File: src/rtl/clock_field_editor.sv
// clock_field_editor: cursor-based editor for a multi-field HH:MM:SS style time value.
// While idle, set_time mirrors time_in. A rising set_mod enters edit mode, where the
// buttons move a digit cursor and step the selected field. Dropping set_mod commits
// the edit with a one-cycle commit pulse.
// Ports:
//   clk, reset_n            - clock, asynchronous active-low reset
//   set_mod                 - level request for edit mode (raw, synchronized here)
//   left, right, up, down   - raw button levels (synchronized here)
//   time_in  [6*FIELDS-1:0] - running time, field i at [6i+5:6i]
//   set_time [8*FIELDS-1:0] - edited time, field i at [8i+7:8i]
//   pos                     - cursor digit (2i = ones, 2i+1 = tens of field i)
//   editing, commit, blink  - edit-state flag, commit pulse, cursor blink phase
module clock_field_editor #(
    parameter int unsigned FIELDS        = 3,
    parameter int unsigned LIMIT         = 60,
    parameter int unsigned TOP_LIMIT     = 24,
    parameter int unsigned HOLD_CYCLES   = 50_000_000,
    parameter int unsigned REPEAT_CYCLES = 10_000_000,
    parameter int unsigned BLINK_CYCLES  = 50_000_000
) (
    input  logic                          clk,
    input  logic                          reset_n,
    input  logic                          set_mod,
    input  logic                          left,
    input  logic                          right,
    input  logic                          up,
    input  logic                          down,
    input  logic [6*FIELDS-1:0]           time_in,
    output logic [8*FIELDS-1:0]           set_time,
    output logic [$clog2(2*FIELDS)-1:0]   pos,
    output logic                          editing,
    output logic                          commit,
    output logic                          blink
);
    localparam int unsigned TW      = 6;
    localparam int unsigned FW      = 8;
    localparam int unsigned NPOS    = 2 * FIELDS;
    localparam int unsigned PW      = $clog2(NPOS);
    localparam int unsigned CNT_MAX = (HOLD_CYCLES > REPEAT_CYCLES) ? HOLD_CYCLES : REPEAT_CYCLES;
    localparam int unsigned CW      = $clog2(CNT_MAX + 1);
    localparam int unsigned BW      = $clog2(BLINK_CYCLES + 1);
    localparam int unsigned NB      = 5;
    // Synchronizer bit positions
    localparam int unsigned B_MOD = 0;
    localparam int unsigned B_LF  = 1;
    localparam int unsigned B_RT  = 2;
    localparam int unsigned B_UP  = 3;
    localparam int unsigned B_DN  = 4;

    typedef enum logic [1:0] {IDLE, EDIT, COMMIT} state_t;

    state_t          state, state_n;
    logic [FW*FIELDS-1:0] set_time_n;
    logic [PW-1:0]   pos_n, sel;
    logic [BW-1:0]   blink_cnt, blink_cnt_n;
    logic            blink_n, editing_n, commit_n;
    logic [NB-1:0]   raw, sync1, sync2, sync2_d, rise;
    logic [1:0]      rep_fire;
    logic            ev_left, ev_right, ev_up, ev_dn, val_ev, cur_ev;

    // Field modulus: top field uses TOP_LIMIT, the rest LIMIT
    function automatic logic [FW-1:0] field_mod(input int idx);
        return (idx == int'(FIELDS) - 1) ? FW'(TOP_LIMIT) : FW'(LIMIT);
    endfunction

    // Modular +/-1 or +/-10 using a single compare/subtract (v is always < m)
    function automatic logic [FW-1:0] step_val(input logic [FW-1:0] v, input logic [FW-1:0] m,
                                               input logic tens, input logic inc);
        logic [FW-1:0] d;
        logic [FW-1:0] s;
        d = tens ? FW'(10) : FW'(1);
        s = v + d;
        if (inc)
            return (s >= m) ? s - m : s;
        return (v >= d) ? v - d : v + m - d;
    endfunction

    // Two-flop synchronizers plus a delayed copy for rising-edge detection
    assign raw = {down, up, right, left, set_mod};
    always_ff @(posedge clk or negedge reset_n) begin
        if (!reset_n) begin
            sync1   <= '0;
            sync2   <= '0;
            sync2_d <= '0;
        end else begin
            sync1   <= raw;
            sync2   <= sync1;
            sync2_d <= sync2;
        end
    end
    assign rise = sync2 & ~sync2_d;

    // Auto-repeat for up (g=0) and down (g=1): HOLD_CYCLES after the edge, then every REPEAT_CYCLES
    for (genvar g = 0; g < 2; g++) begin : g_rep
        logic [CW-1:0] cnt;
        logic          in_repeat;
        logic          lvl;
        logic          edge_ev;
        assign lvl     = sync2[B_UP + g];
        assign edge_ev = rise[B_UP + g];
        assign rep_fire[g] = lvl && !edge_ev &&
            (in_repeat ? (cnt == CW'(REPEAT_CYCLES - 1)) : (cnt == CW'(HOLD_CYCLES - 1)));
        always_ff @(posedge clk or negedge reset_n) begin
            if (!reset_n) begin
                cnt       <= '0;
                in_repeat <= 1'b0;
            end else if (!lvl || edge_ev) begin
                cnt       <= '0;
                in_repeat <= 1'b0;
            end else if (rep_fire[g]) begin
                cnt       <= '0;
                in_repeat <= 1'b1;
            end else begin
                cnt <= cnt + CW'(1);
            end
        end
    end

    assign ev_left  = rise[B_LF];
    assign ev_right = rise[B_RT];
    assign ev_up    = rise[B_UP] | rep_fire[0];
    assign ev_dn    = rise[B_DN] | rep_fire[1];
    assign val_ev   = ev_up ^ ev_dn;      // simultaneous up+down cancels
    assign cur_ev   = ev_left ^ ev_right; // simultaneous left+right cancels
    assign sel      = pos >> 1;

    // State and output registers
    always_ff @(posedge clk or negedge reset_n) begin
        if (!reset_n) begin
            state     <= IDLE;
            set_time  <= '0;
            pos       <= '0;
            blink     <= 1'b0;
            blink_cnt <= '0;
            editing   <= 1'b0;
            commit    <= 1'b0;
        end else begin
            state     <= state_n;
            set_time  <= set_time_n;
            pos       <= pos_n;
            blink     <= blink_n;
            blink_cnt <= blink_cnt_n;
            editing   <= editing_n;
            commit    <= commit_n;
        end
    end

    // Next-state and next-output logic
    always_comb begin
        state_n     = state;
        set_time_n  = set_time;
        pos_n       = pos;
        blink_n     = blink;
        blink_cnt_n = blink_cnt;
        case (state)
            IDLE: begin
                for (int i = 0; i < int'(FIELDS); i++) begin
                    set_time_n[i*FW +: FW] =
                        (FW'(time_in[i*TW +: TW]) >= field_mod(i)) ? '0 : FW'(time_in[i*TW +: TW]);
                end
                if (rise[B_MOD]) begin
                    state_n     = EDIT;
                    pos_n       = '0;
                    blink_n     = 1'b1;
                    blink_cnt_n = '0;
                end
            end
            EDIT: begin
                if (!sync2[B_MOD])
                    state_n = COMMIT;
                // Value update uses the pre-update cursor
                if (val_ev) begin
                    for (int i = 0; i < int'(FIELDS); i++) begin
                        if (sel == PW'(i))
                            set_time_n[i*FW +: FW] =
                                step_val(set_time[i*FW +: FW], field_mod(i), pos[0], ev_up);
                    end
                end
                if (cur_ev) begin
                    if (ev_left)
                        pos_n = (pos == PW'(NPOS - 1)) ? '0 : pos + PW'(1);
                    else
                        pos_n = (pos == '0) ? PW'(NPOS - 1) : pos - PW'(1);
                end
                if (blink_cnt == BW'(BLINK_CYCLES - 1)) begin
                    blink_cnt_n = '0;
                    blink_n     = ~blink;
                end else begin
                    blink_cnt_n = blink_cnt + BW'(1);
                end
            end
            COMMIT:  state_n = IDLE;
            default: state_n = IDLE;
        endcase
        if (state_n != EDIT) begin
            blink_n     = 1'b0;
            blink_cnt_n = '0;
        end
        editing_n = (state_n == EDIT);
        commit_n  = (state_n == COMMIT);
    end
endmodule

File: config.mk
export PLATFORM = sky130hd
export DESIGN_NAME = clock_field_editor
export DESIGN_NICKNAME = d
export VERILOG_FILES = /design/src/rtl/clock_field_editor.sv
export SDC_FILE = /design/constraint.sdc
export NUM_CORES = 1
export LEC_CHECK = 0
export CORE_AREA = 2 2 221 136
export DETAILED_ROUTE_END_ITERATION = 16
export DIE_AREA = 0 0 223 138
export GPL_ROUTABILITY_DRIVEN = 0
export GPL_TIMING_DRIVEN = 0
export MAX_ROUTING_LAYER = met4
export PLACE_DENSITY_LB_ADDON = 0.15
export SETUP_SLACK_MARGIN = 0.05
export SKIP_CTS_REPAIR_TIMING = 1
export SYNTH_ARGS = -nofsm -noshare
export SYNTH_HDL_FRONTEND = slang
export SYNTH_SLANG_ARGS = --single-unit
File: constraint.sdc
create_clock -name clk -period 4.68 [get_ports clk]
set_input_delay 1.17 -clock clk [delete_from_list [all_inputs] [get_ports clk]]
set_output_delay 1.17 -clock clk [all_outputs]
set_load 0.02 [all_outputs]
After elaboration in Yosys (flattened, before gate mapping)
Cells that the tools add are included.
{"block": "classes", "addsub": 20, "order_cmp": 9, "eq_ne": 20, "muxes": 58, "n_bitwise": 7, "n_reduce_logical": 23}
{"op": "26-bit two-way mux", "count": 7}
{"op": "8-bit two-way mux", "count": 15}
{"op": "26-bit by 1-bit adder with 26-bit output (second input constant)", "count": 3}
{"op": "26-bit == test (second input constant)", "count": 3}
{"op": "26-bit by 24-bit == test with 1-bit output (second input constant)", "count": 2}
{"op": "26-bit one-hot mux with 2 select lines", "count": 1}
{"op": "24-bit one-hot mux with 2 select lines", "count": 1}
{"op": "8-bit subtractor", "count": 4}
{"op": "24-bit two-way mux", "count": 1}
{"op": "1-bit two-way mux", "count": 19}
{"op": "6-bit two-way mux", "count": 3}
{"op": "8-bit by 6-bit adder with 8-bit output (second input constant)", "count": 2}
{"op": "8-bit adder", "count": 2}
{"op": "8-bit by 6-bit >= comparator with 1-bit output (second input constant)", "count": 2}
{"op": "8-bit >= comparator", "count": 2}
{"op": "8-bit by 4-bit subtractor with 8-bit output", "count": 2}
{"op": "8-bit by 6-bit subtractor with 8-bit output (second input constant)", "count": 2}
{"op": "3-bit two-way mux", "count": 5}
{"op": "3-bit AND reduction", "count": 5}
{"op": "6-bit >= comparator (second input constant)", "count": 2}
{"op": "2-bit inequality test (second input constant)", "count": 6}
{"op": "8-bit by 4-bit adder with 8-bit output", "count": 1}
{"op": "8-bit by 5-bit adder with 8-bit output (second input constant)", "count": 1}
{"op": "8-bit by 4-bit >= comparator with 1-bit output", "count": 1}
{"op": "28 further kinds", "count": 45}
{"block": "word_totals", "regBits": 127, "in_bits": 25, "output_inout_bits": 30, "wordCells": 153}

Logic depth before layout (Yosys ltp)
{"block": "logic_depth", "word_depth": 14, "mapped_depth": 14, "mapped_depth_nobuf": 14}

Least setup slack after synthesis
No wires, ideal clock.
{"block": "synth_path", "kind": "reg-to-reg", "start": "register pos[0]", "end": "register set_time[18]", "arrival_ns": 3.623, "required_time_ns": 4.555, "path_slack_ns": 0.932, "path_stages_with_launch": 12, "n_path_buf": 1, "synth_period_minus_slack_ns": 3.748, "cell_sequence": "dfrtp_1 -> inv_1 -> ha_1 -> fa_1 -> o311ai_0 -> o21ai_0 -> and2_1 -> clkbuf_1 -> mux2i_1 -> a21oi_1 -> o21ai_0 -> mux2_4"}
{"block": "synth_between", "elab_chain_len": 9, "word_cells_on_any_way": 14, "classes_between": "4 x add/sub; 2 x order compare; 8 x mux"}
{"element": "from (decl)", "line": "30", "source": "output logic [$clog2(2*FIELDS)-1:0] pos,"}
{"element": "from (signal assigned)", "line": "140", "source": "pos <= pos_n;"}
{"element": "4-bit two-way mux *", "line": "71", "source": "d = tens ? FW'(10) : FW'(1);"}
{"element": "8-bit by 4-bit adder with 8-bit output", "line": "72", "source": "s = v + d;"}
{"element": "8-bit by 5-bit subtractor with 8-bit output / 8-bit by 5-bit >= comparator with 1-bit output (equally long branches)", "line": "74", "source": "return (s >= m) ? s - m : s;"}
{"element": "8-bit two-way mux", "line": "74"}
{"element": "8-bit two-way mux", "line": "73", "source": "if (inc)"}
{"element": "8-bit two-way mux *", "line": "75", "source": "return (v >= d) ? v - d : v + m - d;"}
{"element": "8-bit two-way mux *", "line": "174", "source": "if (sel == PW'(i))"}
{"element": "24-bit two-way mux *", "line": "172", "source": "if (val_ev) begin"}
{"element": "24-bit one-hot mux with 2 select lines *", "line": "155", "source": "case (state)"}
{"element": "to (signal assigned)", "line": "139", "source": "set_time <= set_time_n;"}
{"element": "to (decl)", "line": "29", "source": "output logic [8*FIELDS-1:0] set_time,"}
Every way passes the cells marked *; elsewhere a longest branch is shown, timed or not. The select of a mux whose other input is x is not followed.
A chain may end at the register's enable or synchronous reset.

Worst setup path in the final report
{"block": "layout_path", "start": "register pos[0]", "end": "register set_time[5]"}
{"block": "layout_between", "elab_chain_len": 9, "word_cells_on_any_way": 14, "classes_between": "4 x add/sub; 2 x order compare; 8 x mux"}
{"element": "4-bit two-way mux *", "line": "71"}
{"element": "8-bit adder", "line": "72"}
{"element": "8-bit by 6-bit subtractor with 8-bit output / 8-bit by 6-bit >= comparator with 1-bit output (equally long branches)", "line": "74"}
{"element": "8-bit two-way mux", "line": "74"}
{"element": "8-bit two-way mux", "line": "73"}
{"element": "8-bit two-way mux *", "line": "75"}
{"element": "8-bit two-way mux *", "line": "174"}
{"element": "24-bit two-way mux *", "line": "172"}
{"element": "24-bit one-hot mux with 2 select lines *", "line": "155"}
Marked as above.

==> flow_summary.toml <==
[timing]
max_freq_mhz = 247.6
timing.final.hold_violations = 0
fin_crit_sh = 0.8629
relSlewSlack = 0.3430
skew_ps = 10.41
max_slew.worst_pin.slew_ps = 976.5
finalSetupViolCount = 0
maxSlewViolCount = 0
period_minus_slack_ps = 4038
rsz0062_at_grt = "no"

[drt]
wl_per_cell_um = 16.73
drc = 0
wl_um = 23300
num_vias = 6796
drtPass1Iterations = 7
ant_nets = 0
vias_per_cell = 4.879
drt_first_iter_violations = 517

[setup_path]
critPathKind = "flip-flop to flip-flop"
cp-end-kind = "flip-flop"
worstPathRequired_ps = 4980
critPathMaxFanout = 20
start_kind = "flip-flop"
crit_arrival_ps = 4330

[floorplan]
rows = 49
die_w_um = 223
ios = 55
coreArea_um2 = 29120
die_height_um = 138
die_area_um2 = 30770
start_util = 0.2913

[synthesis]
synth_area_leaders = "dfrtp_1, ha_1, xor2_1, xnor2_1, nor2_1"
avgSynthCellArea_um2 = 9.221
synth_fp_nets = 1005
synth_edf_count = 0
yosys_warnings = 0
async_reset_ff_frac = 1.000
ys_ff_latch = 127
syn_area_um2 = 8483
syn_inst = 920
ys_seq_area_frac = 0.3746
synth_top_area_share = 0.3746
synth.distinct_cells = 74
synthFlopType = "dfrtp_1"
yosys.area.top_type = "dfrtp_1"

[clocking]
cts_tree = "built"
clockBufferDepth = 2
cts.sinks = 127
h-tree-depth = 4
root_buffer = "clkbuf_16"
cts_buffers = 17
clk_latency_ps = 440
clk_pin_slew_ps = 60

[global_routing]
grt_max_degree = 70
antenna_found_initial = 0
grt_pass1_wl_um = 38230
met1_usage = 0.2639
gr-total-overflow = 0
busiest_layer = "met1"
grt_util_all_layers = 0.1640
use_met2 = 0.2005
use_met3 = 0.03124
grt_pass1_vias = 6521

[final_layout]
mostFrequentLayoutCells = "dfrtp_1, nor2_1, nand2_1"
syn2layout_area_growth_pct = 19.82
drive_above_1_share = 0.06627
fin_nets = 1083
antenna_cells = 0
final_common_cell = "dfrtp_1"
finalNonFillerCells = 1393
final_core_util = 0.3490

[power]
p_leak_nw = 4.216
irDropWorstVdd_uv = 231.5
power.total_mw = 4.884
powerDensity_nw_per_um2 = 480.5

[placement]
dp_hpwl_um = 17470
place_inst = 1357
portBuffers = 54

[job]
cap_violations = 0

[min_path]
worstHoldPathType = "flip-flop to flip-flop"

[run_status]
status = "completed"
## where the power goes
part	total (mW)	internal, mW	leakage [nW]	switching [mW]
clock	1.39	0.864	0.294	0.525
sequential	1.29	1.17	1.70	0.121
combinational	2.20	0.925	2.22	1.28
## stage by stage
step                setup TNS, ps  hold slack [ps]  worst slack, ps  cell area [µm²]
finish                          0            350.7            641.7            10160
global placement          -413050            337.1            -3271             9502
floorplan                       0            331.2            931.9             8483
global route                    0            361.7            401.8            10160
CTS                         -1049            353.8           -196.6            10130
detailed placement         -769.7            340.2           -164.7             9530
## kinds of logic (layout without fill, tap and decap cells)
| family | Yosys count | after routing | synth area share |
|---|---|---|---|
| and+or+nand+nor | 349 | 349 | 0.2050 |
| AOI/OAI and AO/OA | 155 | 155 | 0.1254 |
| DFF | 127 | 127 | 0.3746 |
| xor gates and xnor gates | 118 | 118 | 0.1240 |
| buffers and inverters | 84 | 175 | 0.03953 |
| adders and majority gates | 60 | 60 | 0.09734 |
| muxes | 27 | 27 | 0.03407 |
## worst max-delay path, stage by stage, from the launching register on
cell	delay [ps]
dfrtp_2	660
clkinvlp_4	180
buf_4	250
ha_1	250
inv_1	70
fa_1	440
or3b_1	410
a21oi_1	220
nor2_1	120
a221o_1	420
a21oi_1	190
xnor2_1	110
a222oi_1	450
o21ai_0	140
## synth_stat cells (all sizes together), types with 4 or more instances
library cell  number
nand3             49
nor3              14
nor2             115
clkbuf            20
a21oi             42
ha                50
fa                10
inv               53
a222oi             4
mux2               6
xnor2             58
a211oi             8
dfrtp            127
or3               11
and4               6
nor3b              6
nand2b            14
xor2              60
o221ai             4
o31ai              4
o22ai              5
nor2b             10
nand4             19
nor4               5
nand3b             4
mux2i             21
and3              12
nand2             61
o21ai             44
a22oi              8
and2               8
buf               10
## per-layer routing
metal | vias to the layer above | routed length, µm
li1 | 3357 | -
met1 | 3282 | 13340
met2 | 141 | 8633
met3 | 16 | 1123
met4 | 0 | 208
met5 | - | 0
## final timing paths
path / slack (ps) / to / from / cells after the start
max: 640 / set_time[5] / pos[0] / 13
min: 350 / sync2[4] / sync1[4] / 0
max reg2reg: 640 / set_time[5] / pos[0] / 13
min reg2reg: 350 / sync2[4] / sync1[4] / 0
max in group asynchronous: 3180 / pos[0] / reset_n / 2
min in group asynchronous: 720 / g_rep[0].cnt[9] / reset_n / 1
## area by class of cell
class	instances	area, µm²
buffer	30	132.6
clock buffer	22	464.2
clock inverter	10	135.1
fill	3018	18960
inverter	54	206.4
multi-input combinational	709	4970
sequential	127	3179
tap	382	478.0
timing repair buffer	59	599.3
## registers in the layout (all words and copies together) (netlist names)
signal and flops:
set_time 24, blink_cnt 26, sync2 5, pos 3, commit 1, sync2_d 5, sync1 5, g_rep.cnt 52
editing 1, state 2, blink 1, g_rep.in_repeat 2
(Power assumes the default switching activity.)
